$ cat src/rtl/wb_charlie_pkg.sv
// wb_charlie_pkg: register addresses, CTRL bit positions and reset values for wb_charlieplex.
package wb_charlie_pkg;
    localparam logic [3:0] ADDR_CTRL   = 4'hC;
    localparam logic [3:0] ADDR_BRIGHT = 4'hD;
    localparam logic [3:0] ADDR_STATUS = 4'hE;
    localparam int         CTRL_EN     = 0;
    localparam int         CTRL_SWAP   = 1;
    localparam logic [7:0] BRIGHT_RST  = 8'hFF;
endpackage

$ cat src/rtl/charlie_scan.sv
// charlie_scan: slot counter and (row, col) pixel cursor with a frame-end pulse.
module charlie_scan #(
    parameter  int PINS      = 7,
    parameter  int ROWS      = 5,
    parameter  int SLOT_LOG2 = 9,
    localparam int CW        = $clog2(PINS)
) (
    input  logic          i_clk,
    input  logic          i_rst_n,
    output logic [CW-1:0] o_row,
    output logic [CW-1:0] o_col,
    output logic [7:0]    o_phase,
    output logic          o_frame_end
);
    logic [SLOT_LOG2-1:0] r_cnt;
    logic [CW-1:0]        r_row, r_col;
    logic                 w_slot_end, w_last_row;
    assign w_slot_end = &r_cnt;
    assign w_last_row = r_row == CW'(ROWS - 1);
    always_ff @(posedge i_clk or negedge i_rst_n) begin
        if (!i_rst_n) begin
            r_cnt <= '0;
            r_row <= '0;
            r_col <= '0;
        end else begin
            r_cnt <= r_cnt + SLOT_LOG2'(1);
            if (w_slot_end) begin
                r_row <= w_last_row ? '0 : r_row + CW'(1);
                if (w_last_row) r_col <= (r_col == CW'(PINS - 1)) ? '0 : r_col + CW'(1);
            end
        end
    end
    assign o_row       = r_row;
    assign o_col       = r_col;
    // PWM phase is the top byte of the slot counter, so duty resolution is independent of slot length.
    assign o_phase     = r_cnt[SLOT_LOG2-1 -: 8];
    assign o_frame_end = w_slot_end && w_last_row && r_col == CW'(PINS - 1);
endmodule

$ cat src/rtl/wb_charlieplex.sv
// wb_charlieplex: Wishbone B4 pipelined charlieplexed LED matrix driver with double-buffered frame store
// and global PWM brightness; FRONT is refreshed from BACK only at frame end when a swap is pending.
module wb_charlieplex
    import wb_charlie_pkg::*;
#(
    parameter int WB_CLK_HZ = 48_000_000,
    parameter int PINS      = 7,
    parameter int ROWS      = 5,
    parameter int SLOT_LOG2 = 9
) (
    input  logic            wb_clk_i,
    input  logic            wb_rst_ni,
    input  logic            wb_cyc_i,
    input  logic            wb_stb_i,
    input  logic            wb_we_i,
    input  logic [3:0]      wb_adr_i,
    input  logic [31:0]     wb_dat_i,
    output logic [31:0]     wb_dat_o,
    output logic            wb_stall_o,
    output logic            wb_ack_o,
    output logic [PINS-1:0] charlie_o,
    output logic [PINS-1:0] charlie_oe
);
    localparam int CW = $clog2(PINS);

    if (SLOT_LOG2 < 8 || ROWS < 1 || ROWS > PINS - 1 || ROWS > 12 || WB_CLK_HZ <= 0) begin : g_bad_params
        $error("wb_charlieplex: illegal parameter set");
    end

    logic [PINS-1:0] r_back  [ROWS];
    logic [PINS-1:0] r_front [ROWS];
    logic            r_en, r_pend, r_ack;
    logic [7:0]      r_bright;
    logic [15:0]     r_frames;
    logic [31:0]     r_dat, w_rd;
    logic [PINS-1:0] r_o, r_oe, w_front_row, w_row_bit, w_col_bit;
    logic [CW-1:0]   w_row, w_col, w_row_pin;
    logic [7:0]      w_phase;
    logic            w_frame_end, w_req, w_wr, w_lit, w_unused;

    assign w_req    = wb_cyc_i & wb_stb_i;
    assign w_wr     = w_req & wb_we_i;
    assign w_unused = ^wb_dat_i[31:8];

    charlie_scan #(.PINS(PINS), .ROWS(ROWS), .SLOT_LOG2(SLOT_LOG2)) u_scan (
        .i_clk       (wb_clk_i),
        .i_rst_n     (wb_rst_ni),
        .o_row       (w_row),
        .o_col       (w_col),
        .o_phase     (w_phase),
        .o_frame_end (w_frame_end)
    );

    always_comb begin
        w_rd        = '0;
        w_front_row = '0;
        for (int r = 0; r < ROWS; r++) begin
            if (wb_adr_i == 4'(r)) w_rd = 32'(r_back[r]);
            if (w_row == CW'(r)) w_front_row = r_front[r];
        end
        w_rd = (wb_adr_i == ADDR_CTRL)   ? (32'(r_pend) << CTRL_SWAP) | (32'(r_en) << CTRL_EN) :
               (wb_adr_i == ADDR_BRIGHT) ? 32'(r_bright) :
               (wb_adr_i == ADDR_STATUS) ? 32'(r_frames) : w_rd;
    end

    // The diagonal pixel (row == col) borrows the next pin up, so row_pin skips the column pin.
    assign w_row_pin = (w_row < w_col) ? w_row : w_row + CW'(1);
    assign w_row_bit = PINS'(1) << w_row_pin;
    assign w_col_bit = PINS'(1) << w_col;
    assign w_lit     = r_en && w_front_row[w_col] && (w_phase < r_bright);

    always_ff @(posedge wb_clk_i or negedge wb_rst_ni) begin
        if (!wb_rst_ni) begin
            r_ack    <= 1'b0;
            r_dat    <= '0;
            r_en     <= 1'b0;
            r_pend   <= 1'b0;
            r_bright <= BRIGHT_RST;
            r_frames <= '0;
            r_o      <= '0;
            r_oe     <= '0;
            for (int r = 0; r < ROWS; r++) begin
                r_back[r]  <= '0;
                r_front[r] <= '0;
            end
        end else begin
            r_ack  <= w_req;
            r_dat  <= w_req ? w_rd : '0;
            r_o    <= w_lit ? w_row_bit : '0;
            r_oe   <= w_lit ? (w_row_bit | w_col_bit) : '0;
            r_pend <= (r_pend && !w_frame_end) || (w_wr && wb_adr_i == ADDR_CTRL && wb_dat_i[CTRL_SWAP]);
            if (w_frame_end) r_frames <= r_frames + 16'd1;
            for (int r = 0; r < ROWS; r++) begin
                if (w_frame_end && r_pend) r_front[r] <= r_back[r];
                if (w_wr && wb_adr_i == 4'(r)) r_back[r] <= wb_dat_i[PINS-1:0];
            end
            if (w_wr && wb_adr_i == ADDR_CTRL) r_en <= wb_dat_i[CTRL_EN];
            if (w_wr && wb_adr_i == ADDR_BRIGHT) r_bright <= wb_dat_i[7:0];
        end
    end

    assign wb_ack_o   = r_ack;
    assign wb_dat_o   = r_dat;
    assign wb_stall_o = 1'b0;
    assign charlie_o  = r_o;
    assign charlie_oe = r_oe;
endmodule

$ cat config.mk
export PLATFORM = sky130hd
export DESIGN_NAME = wb_charlieplex
export DESIGN_NICKNAME = d
export VERILOG_FILES = /design/src/rtl/wb_charlie_pkg.sv /design/src/rtl/charlie_scan.sv /design/src/rtl/wb_charlieplex.sv
export SDC_FILE = /design/constraint.sdc
export NUM_CORES = 1
export LEC_CHECK = 0
export ABC_CLOCK_PERIOD_IN_PS = 5700
export CAP_MARGIN = 20
export CORE_ASPECT_RATIO = 2
export CORE_MARGIN = 2
export CORE_UTILIZATION = 42
export CTS_CLUSTER_SIZE = 28
export DETAILED_ROUTE_END_ITERATION = 6
export GPL_ROUTABILITY_DRIVEN = 0
export HOLD_SLACK_MARGIN = 0.06
export PLACE_DENSITY = 0.63
export SYNTH_ARGS = -nofsm -noshare
export SYNTH_HDL_FRONTEND = slang
export SYNTH_SLANG_ARGS = --single-unit
$ cat constraint.sdc
create_clock -name wb_clk_i -period 5.7 [get_ports wb_clk_i]
set_input_delay 0.57 -clock wb_clk_i [delete_from_list [all_inputs] [get_ports wb_clk_i]]
set_output_delay 0.57 -clock wb_clk_i [all_outputs]
set_load 0.005 [all_outputs]
# After elaboration in Yosys (flattened, before gate mapping)
# Cells that the tools add are included.
[classes] eq_ne=12 shift=2 n_reduce_logical=20 n_addsub=4 magnitude_cmp=3 mux=21 n_bitwise=4
[ops] cell="32-bit two-way mux" count=6
[ops] cell="7-bit two-way mux" count=10
[ops] cell="16-bit by 1-bit adder with 16-bit output, second input constant" count=1
[ops] cell="1-bit logical AND" count=14
[ops] cell="1-bit by 3-bit << shifter with 7-bit output, first input constant" count=2
[ops] cell="4-bit == test, second input constant" count=3
[ops] cell="10-bit AND reduction" count=1
[ops] cell="9-bit by 1-bit adder with 9-bit output, second input constant" count=1
[ops] cell="3-bit two-way mux" count=3
[ops] cell="9-bit AND reduction" count=1
[ops] cell="4-bit by 2-bit == test with 1-bit output, second input constant" count=2
[ops] cell="8-bit less-than comparator" count=1
[ops] cell="7-bit OR" count=1
[ops] cell="3-bit by 1-bit adder with 3-bit output, second input constant" count=2
[ops] cell="3-bit by 2-bit == test with 1-bit output, second input constant" count=2
[ops] cell="3-bit == test, second input constant" count=2
[ops] cell="4-bit by 1-bit == test with 1-bit output, second input constant" count=1
[ops] cell="4-bit by 3-bit == test with 1-bit output, second input constant" count=1
[ops] cell="4-bit logical NOT" count=1
[ops] cell="3-bit by 4-bit less-than comparator with 1-bit output, second input constant" count=1
[ops] cell="1-bit binary-select mux with 3-bit select" count=1
[ops] cell="3-bit by 1-bit == test with 1-bit output, second input constant" count=1
[ops] cell="3-bit logical NOT" count=1
[ops] cell="3-bit less-than comparator" count=1
[ops] cell="other kinds (5)" count=6
[word_totals] output_inout_bits=48 regBits=158 elab_cells=87

# Longest topological paths before layout
[logic_depth] word_depth=11 mapped_depth=11 mapped_depth_nobuf=11

# Hierarchy
# Synthesis repeated with hierarchy kept, for this count alone.
[unflattened] cells_unflattened=610 area_unflattened_um2=6846.6
[modules_own_cells] mod="wb_charlieplex" area_per_inst_um2=6095.8 seq_area_each_um2=3188.1 instances=1 cells_per_inst=541
[modules_own_cells] mod="charlie_scan" area_per_inst_um2=750.7 seq_area_each_um2=375.4 instances=1 cells_per_inst=69

# Worst setup path before layout
# No wires, ideal clock.
[synth_path] kind="flip-flop to flip-flop" from="register u_scan.r_row[0], in the netlist u_scan.o_row[0]" to="register r_oe[1], in the netlist charlie_oe[1]" arrival_ns=2.563 path_buffers=2 stages_incl_launch_ff=11 synth_period_minus_slack_ns=2.636 slack_ns=3.064 setup_ns=0.073 required_time_ns=5.627 path_cell_list="dfrtp_1 > ha_1 > ha_1 > or2_1 > buf_6 > a211o_1 > o221a_1 > or4_4 > nor2b_4 > buf_6 > a21oi_2"
[synth_via] elab_chain_len=11
[synth_lines] item="from (decl)" line_no="charlie_scan.sv:16" source="logic [CW-1:0] r_row, r_col;"
[synth_lines] item="from (signal assigned)" line_no="charlie_scan.sv:28" source="r_row <= w_last_row ? '0 : r_row + CW'(1);"
[synth_lines] item="3-bit logical NOT" line_no="wb_charlieplex.sv:59" source="if (w_row == CW'(r)) w_front_row = r_front[r];"
[synth_lines] item="7-bit two-way mux (5 in series)" line_no="wb_charlieplex.sv:59"
[synth_lines] item="1-bit binary-select mux with 3-bit select" line_no="wb_charlieplex.sv:70" source="assign w_lit = r_en && w_front_row[w_col] && (w_phase < r_bright);"
[synth_lines] item="1-bit two-way mux (not written as such)" line_no="wb_charlieplex.sv:70"
[synth_lines] item="1-bit logical AND (2 in series)" line_no="wb_charlieplex.sv:70"
[synth_lines] item="7-bit two-way mux (*)" line_no="wb_charlieplex.sv:90" source="r_oe <= w_lit ? (w_row_bit | w_col_bit) : '0;"
[synth_lines] item="to (signal assigned)" line_no="wb_charlieplex.sv:90"
[synth_lines] item="to (decl)" line_no="wb_charlieplex.sv:36" source="logic [PINS-1:0] r_o, r_oe, w_front_row, w_row_bit, w_col_bit;"
# Mark *: on every way between the ends. The rest lies on a longest branch, timed or not. The select of a mux whose other input is x is not followed.
# A chain may end at the register's enable or synchronous reset.

# Worst setup path in the final report
[layout_path] from="register u_scan.r_cnt[0]" to="register r_frames[15]"
[layout_via] elab_chain_len=3
[layout_lines] item="from (decl)" line_no="charlie_scan.sv:15" source="logic [SLOT_LOG2-1:0] r_cnt;"
[layout_lines] item="from (signal assigned)" line_no="charlie_scan.sv:26" source="r_cnt <= r_cnt + SLOT_LOG2'(1);"
[layout_lines] item="9-bit AND reduction" line_no="charlie_scan.sv:18" source="assign w_slot_end = &r_cnt;"
[layout_lines] item="named net u_scan.w_slot_end" line_no="charlie_scan.sv:17" source="logic w_slot_end, w_last_row;"
[layout_lines] item="1-bit logical AND (2 in series)" line_no="charlie_scan.sv:37" source="assign o_frame_end = w_slot_end && w_last_row && r_col == CW'(PINS - 1);"
[layout_lines] item="to (signal assigned)" line_no="wb_charlieplex.sv:92" source="if (w_frame_end) r_frames <= r_frames + 16'd1;"
[layout_lines] item="to (decl)" line_no="wb_charlieplex.sv:34" source="logic [15:0] r_frames;"
# The timed path passes the listed nets, and every way through them passes these cells.

==> results.txt <==
DP Worst Slack: 2180 ps
worst vdd ir: 0.217 mV
hpwl dp: 11800 um
Netlist Area Pre-Place: 0.00672 mm2
max cap viols: 0
Clock Sinks: 142
global-route wire length before repair: 26200 um
setup bufs post-CTS: 0
top_reg_cell synth: dfrtp_1
routed len/inst: 19.3 um
Final Setup Violations: 0
Leakage: 3.70 nW
sequential cell area fraction in the yosys report: 53.0%
area fraction of the dominant cell type after synthesis: 49.9%
IO Pins: 89
Placement Rows: 65
diodes inserted: 0
min Tclk post-route: 3480 ps
CP Data Arrival Time: 3830 ps
clock buffer depth: 2
GRT Util Overall: 20.4%
H-tree levels: 4
RSZ-0062 raised after global routing: no
die height: 183 um
placed cell areas: 0.00729 mm2
Peak Freq: 0.287 GHz
period utilisation layout: 61.1%
CTS Buf Count: 17
initial antenna violation count: 0
Final Util: 50.5%
Port Buf Inserts: 47
cts hold-fix bufs: 0
largest net degree at the start of global routing: 73
synthesis-to-layout area growth: 17.9%
core box area: 0.0157 mm2
slew at the pin closest to its max-slew limit: 896 ps
via count: 4713
warnings from Yosys: 0
Starting DRT DRC Count: 252
Routed WL: 16300 um
Worst-Skew Late Latency: 420 ps
outcome: finished, final reports clean
CP Data Required Time: 6050 ps
share of cells above drive strength 1: 20.5%
die area: 0.0171 mm2
total gr overflow: 0
PwrDens: 307 mW/mm2
top-count cell post-synth: dfrtp_1
Synth area leader: dfrtp_1
vias in the first global route: 4943
DRC: 0
Mean Syn Cell Area: 11.6 um2
Mapped Cells: 582
final worst slack: 2220 ps
Final ANT Viol Nets: 0
CTS tree: built
number of synthesized flops with an enable pin: 0
CTS root buf: clkbuf_16
final hold vios: 0
Synth cell types: 56
DR vias/cell: 5.60
Pins Over Slew Limit: 0
hold crit path type: input port to async pin
ys async rst share: 100%
Initial Util: 42.8%
CP endpoint kind: flip-flop
top post-synthesis cells by area: dfrtp_1 (50%), mux2_2 (12%), ha_1 (3.3%), dfstp_2 (3.1%), nand2_1 (2.8%)
Synth Register Bits: 142
post-layout net count: 686
list of most frequent post-synthesis cells: dfrtp_1 (134), mux2_2 (73), nand2_1 (51)
CP max FO: 7
max_slew headroom: 40.3%
setup TNS: 0 ps
clock slew at reported path FFs: 60 ps
CTS-repair resized insts: 0
design area: 0.00793 mm2
Pre-Repair DR Iteration Count: 5
startpoint types: flip-flop
Horiz. Die Dim: 93.5 um
CP Class: flip-flop to flip-flop
Worst Skew: 6.18 ps
==> placed cells by master, fill, tap and decap left out, types with 3 or more instances in the layout <==
cell,count
mux2_2,73
xnor2_1,9
and2_1,3
nor3_1,7
a221oi_1,10
ha_1,18
clkinv_2,3
nand2b_1,8
clkbuf_8,3
mux4_2,5
nand3_1,17
conb_1,17
xor2_1,12
o22ai_1,3
a21oi_1,17
o32ai_1,3
inv_1,28
dfrtp_1,134
nand4_1,6
nor2_2,5
nor2_1,23
and3_1,16
a22oi_1,5
clkdlybuf4s50_1,46
dfstp_2,8
nor2b_1,4
mux2i_1,3
o32a_1,3
o21ai_0,27
nand2_1,50
nand3b_1,8
bufinv_16,4
clkbuf_16,17
==> per-stage QoR <==
stage / hold slack, ps / instances / total power (W)
CTS: 174 / 841 / 0.00245
detailed placement: 458 / 809 / 0.00127
global route: 191 / 841 / 0.00252
global placement: 449 / 809 / 0.00126
floorplan: 274 / 598 / 0.00120
finish: 143 / 841 / 0.00243
==> state kept, by name (all words and copies together) (netlist names), 3 cells and up <==
signal        flops
u_scan.o_col      3
u_scan.o_row      3
r_front          35
wb_dat_o         16
r_bright          8
r_frames         16
u_scan.r_cnt      9
charlie_oe        7
r_back           35
charlie_o         7
==> area by class of cell <==
| type | count | area [um2] |
|---|---|---|
| inverter | 28 | 105 |
| sequential | 142 | 3560 |
| clock buffer | 22 | 474 |
| multi-input combinational | 389 | 2890 |
| clock inverter | 10 | 160 |
| tap | 201 | 251 |
| fill | 1398 | 7770 |
| timing repair buffer | 49 | 487 |
==> power breakdown <==
part           internal (W)  switching, W  leakage (nW)
logic             0.0000673     0.0000876          1.48
clock network      0.000766      0.000418         0.310
registers           0.00106     0.0000330          1.91
==> critical path, cell delays in order (launching register included) <==
cell and delay [ps]:
dfrtp_1 390, ha_1 200, nand3_1 120, nor2_1 180, and3_1 190, ha_1 410
nand4b_1 320, nor3_1 400, and4_1 270, nand4_1 290, nor4_1 460, xor2_1 170
==> path summary, 6_finish.rpt <==
| check | start | endpoint | slack (ps) | depth (start not counted) |
|---|---|---|---|---|
| setup / recovery | u_scan.r_cnt[0]$_DFF_PN0_ | r_frames[15]$_DFFE_PN0P_ | 2220 | 11 |
| hold / removal | wb_rst_ni | r_back[30]$_DFFE_PN0P_ | 140 | 1 |
| setup reg to reg | u_scan.r_cnt[0]$_DFF_PN0_ | r_frames[15]$_DFFE_PN0P_ | 2220 | 11 |
| hold reg to reg | r_frames[15]$_DFFE_PN0P_ | r_frames[15]$_DFFE_PN0P_ | 470 | 1 |
| max in group asynchronous | wb_rst_ni | r_back[2]$_DFFE_PN0P_ | 4180 | 2 |
| min in group wb_clk_i | r_frames[15]$_DFFE_PN0P_ | r_frames[15]$_DFFE_PN0P_ | 470 | 1 |
==> logic make-up (layout without fill, tap and decap cells) <==
logic type	count (synthesis)	in the layout	share of synthesized area (%)
fa+ha+maj	18	18	3.35
compound gates	90	90	8.99
xor+xnor	21	21	2.74
simple gates	162	162	12.5
buf+inv	67	109	5.02
other cells	1	17	0.0558
mux	81	81	14.3
flops	142	142	53.0
==> metal layers <==
metal | vias to the layer above | track usage [%] | share of wire, %
met4 | 0 | 12.9 | 5.9
met1 | 2380 | 21.2 | 35
met2 | 158 | 36.8 | 55
met5 | - | 0 | 0
met3 | 49 | 3.66 | 3.6
li1 | 2126 | - | -
Power figures use the tool's default switching activity.
